[config.mk]
export PLATFORM = sky130hd
export DESIGN_NAME = mam_mem_sequencer_flat
export DESIGN_NICKNAME = d
export VERILOG_FILES = /design/src/rtl/mam_mem_sequencer_pkg.sv /design/src/rtl/mam_mem_sequencer_if.sv /design/src/rtl/mam_mem_sequencer_rd_fifo.sv /design/src/rtl/mam_mem_sequencer.sv /design/src/flat_wrapper.sv
export SDC_FILE = /design/constraint.sdc
export NUM_CORES = 1
export LEC_CHECK = 0
export CORE_MARGIN = 3
export CORE_UTILIZATION = 53
export CTS_BUF_LIST = sky130_fd_sc_hd__clkbuf_8
export CTS_CLUSTER_DIAMETER = 120
export DETAILED_ROUTE_END_ITERATION = 10
export GPL_ROUTABILITY_DRIVEN = 0
export GPL_TIMING_DRIVEN = 0
export PLACE_DENSITY = 0.85
export SKIP_LAST_GASP = 1
export SLEW_MARGIN = 20
export SYNTH_ARGS = -nofsm -noshare
export SYNTH_HDL_FRONTEND = slang
export SYNTH_HIERARCHICAL = 1
export SYNTH_SLANG_ARGS = --single-unit
[constraint.sdc]
create_clock -name clk -period 3.6 [get_ports clk]
set_input_delay 0.36 -clock clk [delete_from_list [all_inputs] [get_ports clk]]
set_output_delay 0.36 -clock clk [all_outputs]
set_load 0.02 [all_outputs]
[src/rtl/mam_mem_sequencer_pkg.sv]
// Shared types and constants for the MAM debug memory sequencer.
// Latency: n/a (declarations only).
// Backpressure: n/a.
package mam_seq_pkg;

    localparam int BEAT_BYTES = 2;
    localparam int BEATS_W    = 14;

    typedef enum logic [1:0] {
        IDLE  = 2'd0,
        WRITE = 2'd1,
        READ  = 2'd2
    } seq_state_t;

    // Number of beats a request really moves: singles are one beat and a
    // zero-length burst is promoted to one beat so the sequencer never stalls.
    function automatic logic [BEATS_W-1:0] beats_eff(input logic burst,
                                                     input logic [BEATS_W-1:0] beats);
        if (!burst || beats == '0) begin
            return BEATS_W'(1);
        end
        return beats;
    endfunction

endpackage

[src/rtl/mam_mem_sequencer_if.sv]
// Debug-side and memory-side bundles for the MAM memory sequencer.
// Latency: n/a (wires only).
// Backpressure: valid/ready on request, write and read beats and memory commands.
interface mam_req_if
    import mam_seq_pkg::*;
#(
    parameter int ADDR_WIDTH = 32,
    parameter int DATA_WIDTH = 16
);
    logic                      req_valid;
    logic                      req_ready;
    logic                      req_rw;
    logic [ADDR_WIDTH-1:0]     req_addr;
    logic                      req_burst;
    logic [BEATS_W-1:0]        req_beats;
    logic                      write_valid;
    logic                      write_ready;
    logic [DATA_WIDTH-1:0]     write_data;
    logic [DATA_WIDTH/8-1:0]   write_strb;
    logic                      read_valid;
    logic                      read_ready;
    logic [DATA_WIDTH-1:0]     read_data;

    modport master (
        output req_valid, req_rw, req_addr, req_burst, req_beats,
               write_valid, write_data, write_strb, read_ready,
        input  req_ready, write_ready, read_valid, read_data
    );

    modport slave (
        input  req_valid, req_rw, req_addr, req_burst, req_beats,
               write_valid, write_data, write_strb, read_ready,
        output req_ready, write_ready, read_valid, read_data
    );
endinterface

interface mam_mem_if #(
    parameter int ADDR_WIDTH = 32,
    parameter int DATA_WIDTH = 16
);
    logic                      mem_req_valid;
    logic                      mem_req_ready;
    logic                      mem_we;
    logic [ADDR_WIDTH-1:0]     mem_addr;
    logic [DATA_WIDTH-1:0]     mem_wdata;
    logic [DATA_WIDTH/8-1:0]   mem_wstrb;
    logic                      mem_rsp_valid;
    logic [DATA_WIDTH-1:0]     mem_rdata;

    modport master (
        output mem_req_valid, mem_we, mem_addr, mem_wdata, mem_wstrb,
        input  mem_req_ready, mem_rsp_valid, mem_rdata
    );

    modport slave (
        input  mem_req_valid, mem_we, mem_addr, mem_wdata, mem_wstrb,
        output mem_req_ready, mem_rsp_valid, mem_rdata
    );
endinterface

[src/rtl/mam_mem_sequencer_rd_fifo.sv]
// Read-return FIFO, first-word fall-through, DEPTH a power of 2 (>= 2).
// Latency: push visible at pop_data the cycle after the push edge.
// Backpressure: push ignored when full, pop ignored when empty.
module mam_seq_rd_fifo #(
    parameter int WIDTH = 16,
    parameter int DEPTH = 4
) (
    input  logic                       clk,
    input  logic                       rst_n,
    input  logic                       push,
    input  logic [WIDTH-1:0]           push_data,
    input  logic                       pop,
    output logic [WIDTH-1:0]           pop_data,
    output logic                       full,
    output logic                       empty,
    output logic [$clog2(DEPTH+1)-1:0] count
);
    localparam int PTR_W = $clog2(DEPTH);
    localparam int CNT_W = $clog2(DEPTH+1);

    logic [WIDTH-1:0] storage [DEPTH];
    logic [PTR_W-1:0] wr_ptr;
    logic [PTR_W-1:0] rd_ptr;
    logic             do_push;
    logic             do_pop;

    assign full     = (count == CNT_W'(DEPTH));
    assign empty    = (count == '0);
    assign do_push  = push && !full;
    assign do_pop   = pop && !empty;
    assign pop_data = storage[rd_ptr];

    // Data array carries no reset; validity is tracked by count.
    always_ff @(posedge clk) begin
        if (do_push) begin
            storage[wr_ptr] <= push_data;
        end
    end

    // Pointer and occupancy bookkeeping.
    always_ff @(posedge clk) begin
        if (!rst_n) begin
            wr_ptr <= '0;
            rd_ptr <= '0;
            count  <= '0;
        end else begin
            if (do_push) begin
                wr_ptr <= wr_ptr + PTR_W'(1);
            end
            if (do_pop) begin
                rd_ptr <= rd_ptr + PTR_W'(1);
            end
            case ({do_push, do_pop})
                2'b10:   count <= count + CNT_W'(1);
                2'b01:   count <= count - CNT_W'(1);
                default: count <= count;
            endcase
        end
    end
endmodule

[src/rtl/mam_mem_sequencer.sv]
// Sequences MAM single/burst 16-bit beat requests onto a pipelined word memory port.
// Latency: writes pass through combinationally; first read beat 2 cycles + memory latency.
// Backpressure: read issue capped by outstanding limit and FIFO room; read_ready stalls only issue.
module mam_mem_sequencer
    import mam_seq_pkg::*;
#(
    parameter int ADDR_WIDTH      = 32,
    parameter int DATA_WIDTH      = 16,
    parameter int MAX_OUTSTANDING = 4,
    parameter int RD_FIFO_DEPTH   = 4
) (
    input  logic        clk,
    input  logic        rst_n,
    mam_req_if.slave    dbg,
    mam_mem_if.master   mem,
    output logic        busy,
    output logic        err_unexpected
);
    localparam int STRB_W = DATA_WIDTH / 8;
    localparam int OUT_W  = $clog2(MAX_OUTSTANDING + 1);
    localparam int CNT_W  = $clog2(RD_FIFO_DEPTH + 1);

    localparam logic [1:0] S_IDLE  = IDLE;
    localparam logic [1:0] S_WRITE = WRITE;
    localparam logic [1:0] S_READ  = READ;

    logic [1:0]            state;
    logic [ADDR_WIDTH-1:0] addr_q;
    logic [STRB_W-1:0]     strb_q;
    logic [BEATS_W-1:0]    issue_left;
    logic [BEATS_W-1:0]    deliver_left;
    logic [OUT_W-1:0]      outstanding;

    logic                  in_idle;
    logic                  in_write;
    logic                  in_read;
    logic                  rd_issue_ok;
    logic                  cmd_fire;
    logic                  rsp_ok;
    logic                  fifo_push;
    logic                  fifo_pop;
    logic                  fifo_full;
    logic                  fifo_empty;
    logic [CNT_W-1:0]      fifo_count;
    logic [DATA_WIDTH-1:0] fifo_head;

    assign in_idle  = (state == S_IDLE);
    assign in_write = (state == S_WRITE);
    assign in_read  = (state == S_READ);

    // A read may only go out if its response is guaranteed a FIFO slot.
    assign rd_issue_ok = in_read && (issue_left != '0)
                      && ((int'(outstanding) + int'(fifo_count)) < RD_FIFO_DEPTH)
                      && (int'(outstanding) < MAX_OUTSTANDING);

    assign dbg.req_ready   = in_idle;
    assign dbg.write_ready = in_write && mem.mem_req_ready;
    assign dbg.read_valid  = !fifo_empty;
    assign dbg.read_data   = fifo_empty ? '0 : fifo_head;

    assign mem.mem_req_valid = in_write ? dbg.write_valid : rd_issue_ok;
    assign mem.mem_we        = in_write;
    assign mem.mem_addr      = in_idle ? '0 : addr_q;
    assign mem.mem_wdata     = in_write ? dbg.write_data : '0;
    assign mem.mem_wstrb     = in_write ? strb_q : '0;

    assign busy      = !in_idle;
    assign cmd_fire  = mem.mem_req_valid && mem.mem_req_ready;
    // Responses with nothing outstanding are stray and never reach the FIFO.
    assign rsp_ok    = mem.mem_rsp_valid && (outstanding != '0);
    assign fifo_push = rsp_ok && !fifo_full;
    assign fifo_pop  = in_read && dbg.read_valid && dbg.read_ready;

    mam_seq_rd_fifo #(
        .WIDTH (DATA_WIDTH),
        .DEPTH (RD_FIFO_DEPTH)
    ) u_rd_fifo (
        .clk       (clk),
        .rst_n     (rst_n),
        .push      (fifo_push),
        .push_data (mem.mem_rdata),
        .pop       (fifo_pop),
        .pop_data  (fifo_head),
        .full      (fifo_full),
        .empty     (fifo_empty),
        .count     (fifo_count)
    );

    // Request latch, per-beat address/count stepping and state transitions.
    always_ff @(posedge clk) begin
        if (!rst_n) begin
            state        <= S_IDLE;
            addr_q       <= '0;
            strb_q       <= '0;
            issue_left   <= '0;
            deliver_left <= '0;
        end else begin
            case (state)
                S_IDLE: begin
                    if (dbg.req_valid) begin
                        addr_q       <= {dbg.req_addr[ADDR_WIDTH-1:1], 1'b0};
                        issue_left   <= beats_eff(dbg.req_burst, dbg.req_beats);
                        deliver_left <= beats_eff(dbg.req_burst, dbg.req_beats);
                        strb_q       <= dbg.req_burst ? '1 : dbg.write_strb;
                        state        <= dbg.req_rw ? S_WRITE : S_READ;
                    end
                end
                S_WRITE: begin
                    if (cmd_fire) begin
                        addr_q     <= addr_q + ADDR_WIDTH'(BEAT_BYTES);
                        issue_left <= issue_left - BEATS_W'(1);
                        if (issue_left == BEATS_W'(1)) begin
                            state <= S_IDLE;
                        end
                    end
                end
                S_READ: begin
                    if (cmd_fire) begin
                        addr_q     <= addr_q + ADDR_WIDTH'(BEAT_BYTES);
                        issue_left <= issue_left - BEATS_W'(1);
                    end
                    if (fifo_pop) begin
                        deliver_left <= deliver_left - BEATS_W'(1);
                        if (deliver_left == BEATS_W'(1)) begin
                            state <= S_IDLE;
                        end
                    end
                end
                default: state <= S_IDLE;
            endcase
        end
    end

    // Reads in flight at the memory; issue and return in one cycle cancel out.
    always_ff @(posedge clk) begin
        if (!rst_n) begin
            outstanding <= '0;
        end else begin
            case ({cmd_fire && in_read, rsp_ok})
                2'b10:   outstanding <= outstanding + OUT_W'(1);
                2'b01:   outstanding <= outstanding - OUT_W'(1);
                default: outstanding <= outstanding;
            endcase
        end
    end

    // Sticky flag for responses that no command asked for.
    always_ff @(posedge clk) begin
        if (!rst_n) begin
            err_unexpected <= 1'b0;
        end else if (mem.mem_rsp_valid && (outstanding == '0)) begin
            err_unexpected <= 1'b1;
        end
    end
endmodule

[src/flat_wrapper.sv]
// flat-port wrapper written by rule: the top's interface ports become plain ports
module mam_mem_sequencer_flat import mam_seq_pkg::*;
#(
    parameter int ADDR_WIDTH      = 32,
    parameter int DATA_WIDTH      = 16,
    parameter int MAX_OUTSTANDING = 4,
    parameter int RD_FIFO_DEPTH   = 4
)
  (clk, rst_n, busy, err_unexpected, dbg_req_valid, dbg_req_rw, dbg_req_addr, dbg_req_burst, dbg_req_beats, dbg_write_valid, dbg_write_data, dbg_write_strb, dbg_read_ready, dbg_req_ready, dbg_write_ready, dbg_read_valid, dbg_read_data, mem_mem_req_valid, mem_mem_we, mem_mem_addr, mem_mem_wdata, mem_mem_wstrb, mem_mem_req_ready, mem_mem_rsp_valid, mem_mem_rdata);
  mam_req_if #(.ADDR_WIDTH(ADDR_WIDTH), .DATA_WIDTH(DATA_WIDTH)) dbg_i ();
  mam_mem_if #(.ADDR_WIDTH(ADDR_WIDTH), .DATA_WIDTH(DATA_WIDTH)) mem_i ();
  input  logic clk;
  input  logic rst_n;
  output logic busy;
  output logic err_unexpected;
  input wire logic [$bits(dbg_i.req_valid)-1:0] dbg_req_valid;
  input wire logic [$bits(dbg_i.req_rw)-1:0] dbg_req_rw;
  input wire logic [$bits(dbg_i.req_addr)-1:0] dbg_req_addr;
  input wire logic [$bits(dbg_i.req_burst)-1:0] dbg_req_burst;
  input wire logic [$bits(dbg_i.req_beats)-1:0] dbg_req_beats;
  input wire logic [$bits(dbg_i.write_valid)-1:0] dbg_write_valid;
  input wire logic [$bits(dbg_i.write_data)-1:0] dbg_write_data;
  input wire logic [$bits(dbg_i.write_strb)-1:0] dbg_write_strb;
  input wire logic [$bits(dbg_i.read_ready)-1:0] dbg_read_ready;
  output wire logic [$bits(dbg_i.req_ready)-1:0] dbg_req_ready;
  output wire logic [$bits(dbg_i.write_ready)-1:0] dbg_write_ready;
  output wire logic [$bits(dbg_i.read_valid)-1:0] dbg_read_valid;
  output wire logic [$bits(dbg_i.read_data)-1:0] dbg_read_data;
  output wire logic [$bits(mem_i.mem_req_valid)-1:0] mem_mem_req_valid;
  output wire logic [$bits(mem_i.mem_we)-1:0] mem_mem_we;
  output wire logic [$bits(mem_i.mem_addr)-1:0] mem_mem_addr;
  output wire logic [$bits(mem_i.mem_wdata)-1:0] mem_mem_wdata;
  output wire logic [$bits(mem_i.mem_wstrb)-1:0] mem_mem_wstrb;
  input wire logic [$bits(mem_i.mem_req_ready)-1:0] mem_mem_req_ready;
  input wire logic [$bits(mem_i.mem_rsp_valid)-1:0] mem_mem_rsp_valid;
  input wire logic [$bits(mem_i.mem_rdata)-1:0] mem_mem_rdata;
  assign dbg_i.req_valid = dbg_req_valid;
  assign dbg_i.req_rw = dbg_req_rw;
  assign dbg_i.req_addr = dbg_req_addr;
  assign dbg_i.req_burst = dbg_req_burst;
  assign dbg_i.req_beats = dbg_req_beats;
  assign dbg_i.write_valid = dbg_write_valid;
  assign dbg_i.write_data = dbg_write_data;
  assign dbg_i.write_strb = dbg_write_strb;
  assign dbg_i.read_ready = dbg_read_ready;
  assign dbg_req_ready = dbg_i.req_ready;
  assign dbg_write_ready = dbg_i.write_ready;
  assign dbg_read_valid = dbg_i.read_valid;
  assign dbg_read_data = dbg_i.read_data;
  assign mem_mem_req_valid = mem_i.mem_req_valid;
  assign mem_mem_we = mem_i.mem_we;
  assign mem_mem_addr = mem_i.mem_addr;
  assign mem_mem_wdata = mem_i.mem_wdata;
  assign mem_mem_wstrb = mem_i.mem_wstrb;
  assign mem_i.mem_req_ready = mem_mem_req_ready;
  assign mem_i.mem_rsp_valid = mem_mem_rsp_valid;
  assign mem_i.mem_rdata = mem_mem_rdata;
  mam_mem_sequencer #(.ADDR_WIDTH(ADDR_WIDTH), .DATA_WIDTH(DATA_WIDTH), .MAX_OUTSTANDING(MAX_OUTSTANDING), .RD_FIFO_DEPTH(RD_FIFO_DEPTH)) u_core (.clk(clk), .rst_n(rst_n), .dbg(dbg_i), .mem(mem_i), .busy(busy), .err_unexpected(err_unexpected));
endmodule
==> results.json <==
{
  "start_util_pct": 54.9,
  "dieArea_um2": 16100,
  "grt_first_pass_wirelength_um": 36800,
  "area_delta_synth_final_pct": 29.1,
  "critPathMaxFanout": 8,
  "cts.path.max_buffers": 2,
  "slew-limit-headroom_pct": 32.9,
  "dp_hpwl_um": 17100,
  "yosysMostFrequentCell": "nand2_1",
  "fmax_mhz": 289,
  "vias": 7428,
  "crit_family": "buffers and inverters",
  "pwr-share-clk_pct": 21.9,
  "switching_power_w": 0.00266,
  "avgSynthCellArea_um2": 9.40,
  "final-hold-violation-count": 0,
  "antenna_left": 0,
  "drc": 0,
  "crit_path_cell_trace": "inv_1 > ha_1 > buf_2 > or4b_1 > nor4_2 > a22oi_2 > inv_2 > clkdlybuf4s50_1",
  "wirelength_um": 23400,
  "synth_common_cells": "nand2_1 (89), dfxtp_1 (76), edfxtp_1 (64), a21oi_1 (61), nor2_1 (60)",
  "die_width_um": 127,
  "ys.flop_type": "dfxtp_1",
  "grt_use_total_pct": 28.8,
  "cts.clk_slew.worst_paths_ps": 90,
  "cp_data_required_time_ps": 3240,
  "drive_gt1_share_pct": 9.06,
  "rows": 43,
  "worst_path_largest_cell_delay_ps": 650,
  "synth-warning-count": 6,
  "htreeDepth": 4,
  "coreArea_um2": 14100,
  "finalSetupViolCount": 0,
  "stdcell_count": 1195,
  "root_buffer": "clkbuf_8",
  "synth_edf_count": 64,
  "yosysTopAreaCell": "edfxtp_1",
  "clock_latency_ps": 450,
  "finalNetCount": 1109,
  "syn_nets": 931,
  "pwr-share-seq_pct": 35.1,
  "worst-path-buf-inv": 4,
  "grt-ovfl-total": 0,
  "cp-startpoint": "u_core/state[0]",
  "min_path_type": "flip-flop to flip-flop",
  "syn_area_um2": 7740,
  "critical_path_class": "flip-flop to output pin",
  "cts_tree": "done",
  "cp.arrival_ps": 3100,
  "powerDensity_nw_per_um2": 630,
  "numPortBuffers": 159,
  "async_flop_share_pct": 0,
  "synth_top_cell_area_share_pct": 24.8,
  "synth.distinct_cells": 78,
  "cts_setup_buffers": 0,
  "fp.dieH_um": 127,
  "avgRoutedWirePerCell_um": 19.6,
  "p_leak_nw": 3.40,
  "worstMarginPinSlew_ps": 1000,
  "endpoint_kind": "output pin",
  "dp_cells": 1163,
  "ys_seq_area_share_pct": 44.5,
  "numCtsBuffers": 17,
  "fin_crit_sh_pct": 96.2,
  "status": "finished, final reports clean",
  "rsz0062_at_grt": "false",
  "min_period_ps": 3460,
  "finalMaxSlewViolations": 0,
  "cts_num_sinks": 140,
  "p_sw_share_pct": 42.2,
  "synth_area_leaders": "edfxtp_1 (25%), dfxtp_1 (20%), mux4_2 (4.7%)",
  "grt_max_degree": 17,
  "critical-path-slowest-cell": "clkdlybuf4s50_1",
  "p_int_w": 0.00364,
  "tns_ps": 0,
  "grt_pass1_vias": 7070,
  "synth_cells": 824,
  "fillers": 1070,
  "maxCapViolations": 0,
  "reg2reg_from": "u_core/issue_left[4]",
  "ir_drop_mv": 0.498,
  "startpoint_type": "flip-flop",
  "ys_ff_latch": 140,
  "worstHoldStart": "u_core/err_unexpected",
  "combPwrFrac_pct": 43.0,
  "drtIter0Drc": 849,
  "antenna_found_initial": 0,
  "ioPinCount": 162,
  "diodes": 0,
  "fin_worst_skew_ps": 11.7,
  "ctsHoldBuffers": 0,
  "vias_per_cell": 6.22,
  "drt_first_pass_iters": 5
}
==> tightest hold or removal path, cell delays in order, from the launching register on <==
cell	delay [ps]
dfxtp_1	330
a21oi_1	40
nor2_1	70
==> power groups by stage <==
stage / clock network (W) / registers [W] / logic [W]
4_1_cts: 0.00140 / 0.00219 / 0.00262
3_5_place_dp: 0 / 0.00223 / 0.00261
6_report: 0.00138 / 0.00221 / 0.00271
2_1_floorplan: 0 / 0.00214 / 0.00177
5_1_grt: 0.00146 / 0.00224 / 0.00294
3_3_place_gp: 0 / 0.00222 / 0.00257
==> cells by family after synthesis <==
group	after synthesis	share of synthesized area [%]
AO/OA/AOI/OAI	196	16.4
adder cells (fa/ha/maj)	18	3.10
AND/OR/NAND/NOR	354	24.2
multiplexers	31	6.66
XOR/XNOR	5	0.566
buffers and inverters	79	4.57
flip-flops	140	44.5
other	1	0.0484
==> worst paths after layout <==
| path | slack [ps] | end | cells past startpoint |
|---|---|---|---|
| min reg2reg | 480 | u_core/err_unexpected | 2 |
| max | 140 | mem_mem_req_valid | 8 |
| min | 480 | u_core/err_unexpected | 2 |
| max reg2reg | 190 | u_core/outstanding[2] | 11 |
==> state kept, by name, indices dropped and copies added, names as in the netlist, named ones only <==
register                  count
u_core/issue_left            14
u_core/deliver_left          14
u_core/err_unexpected         1
u_core/strb_q                 2
u_core/addr_q                31
u_core/u_rd_fifo/wr_ptr       2
u_core/u_rd_fifo/storage     64
u_core/outstanding            3
u_core/u_rd_fifo/rd_ptr       2
u_core/u_rd_fifo/count        3
u_core/state                  2
==> placed cells by master (no fill, tap or decap), types with 7 or more instances in the layout <==
| cell | n |
|---|---|
| nor2b_1 | 57 |
| nand3_1 | 25 |
| a211oi_1 | 9 |
| o21ai_0 | 44 |
| and2_1 | 30 |
| nor4_1 | 11 |
| a31oi_1 | 7 |
| nor3_1 | 19 |
| clkbuf_1 | 36 |
| inv_1 | 24 |
| clkbuf_8 | 17 |
| mux4_2 | 16 |
| edfxtp_1 | 64 |
| ha_1 | 16 |
| dfxtp_1 | 76 |
| nor2_1 | 60 |
| nand2_1 | 89 |
| nand4_1 | 10 |
| o32ai_1 | 13 |
| clkdlybuf4s50_1 | 159 |
| mux2i_1 | 11 |
| and3_1 | 11 |
| a21oi_1 | 61 |
==> final cells by class <==
cell class / instances / area (µm²) / area share [%]
multi-input combinational: 605 / 3950 / 39.5
clock buffer: 17 / 234 / 2.34
sequential: 140 / 3440 / 34.4
timing repair buffer: 159 / 1590 / 15.9
buffer: 52 / 253 / 2.53
inverter: 27 / 101 / 1.01
tap: 180 / 225 / 2.25
clock inverter: 15 / 199 / 1.99
==> per-stage QoR <==
stage                     utilization (%)  setup slack (ps)  area, µm²  hold slack, ps  total power (W)
final                                70.9               135      10000             481          0.00630
after global routing                 70.9              8.03      10000             501          0.00664
after CTS                            70.9               142      10000             484          0.00622
after detailed placement             67.8              21.4       9560             467          0.00483
after global placement               67.8              93.4       9560             461          0.00479
after floorplan                         -               587       7740             448          0.00391
==> repair_timing <==
item	4_1_cts	5_1_grt
hold endpoints to repair	0	0
gates resized for setup	1	0
setup endpoints to repair	2	0
==> per-layer routing <==
| metal | GRT usage [%] | vias to the layer above | wire length [µm] |
|---|---|---|---|
| met5 | 0 | - | 0 |
| met4 | 12.4 | 0 | 806 |
| met3 | 6.57 | 69 | 2540 |
| met2 | 45.9 | 526 | 10900 |
| met1 | 37.7 | 3444 | 9140 |
| li1 | - | 3389 | - |
(Power assumes the default switching activity.)
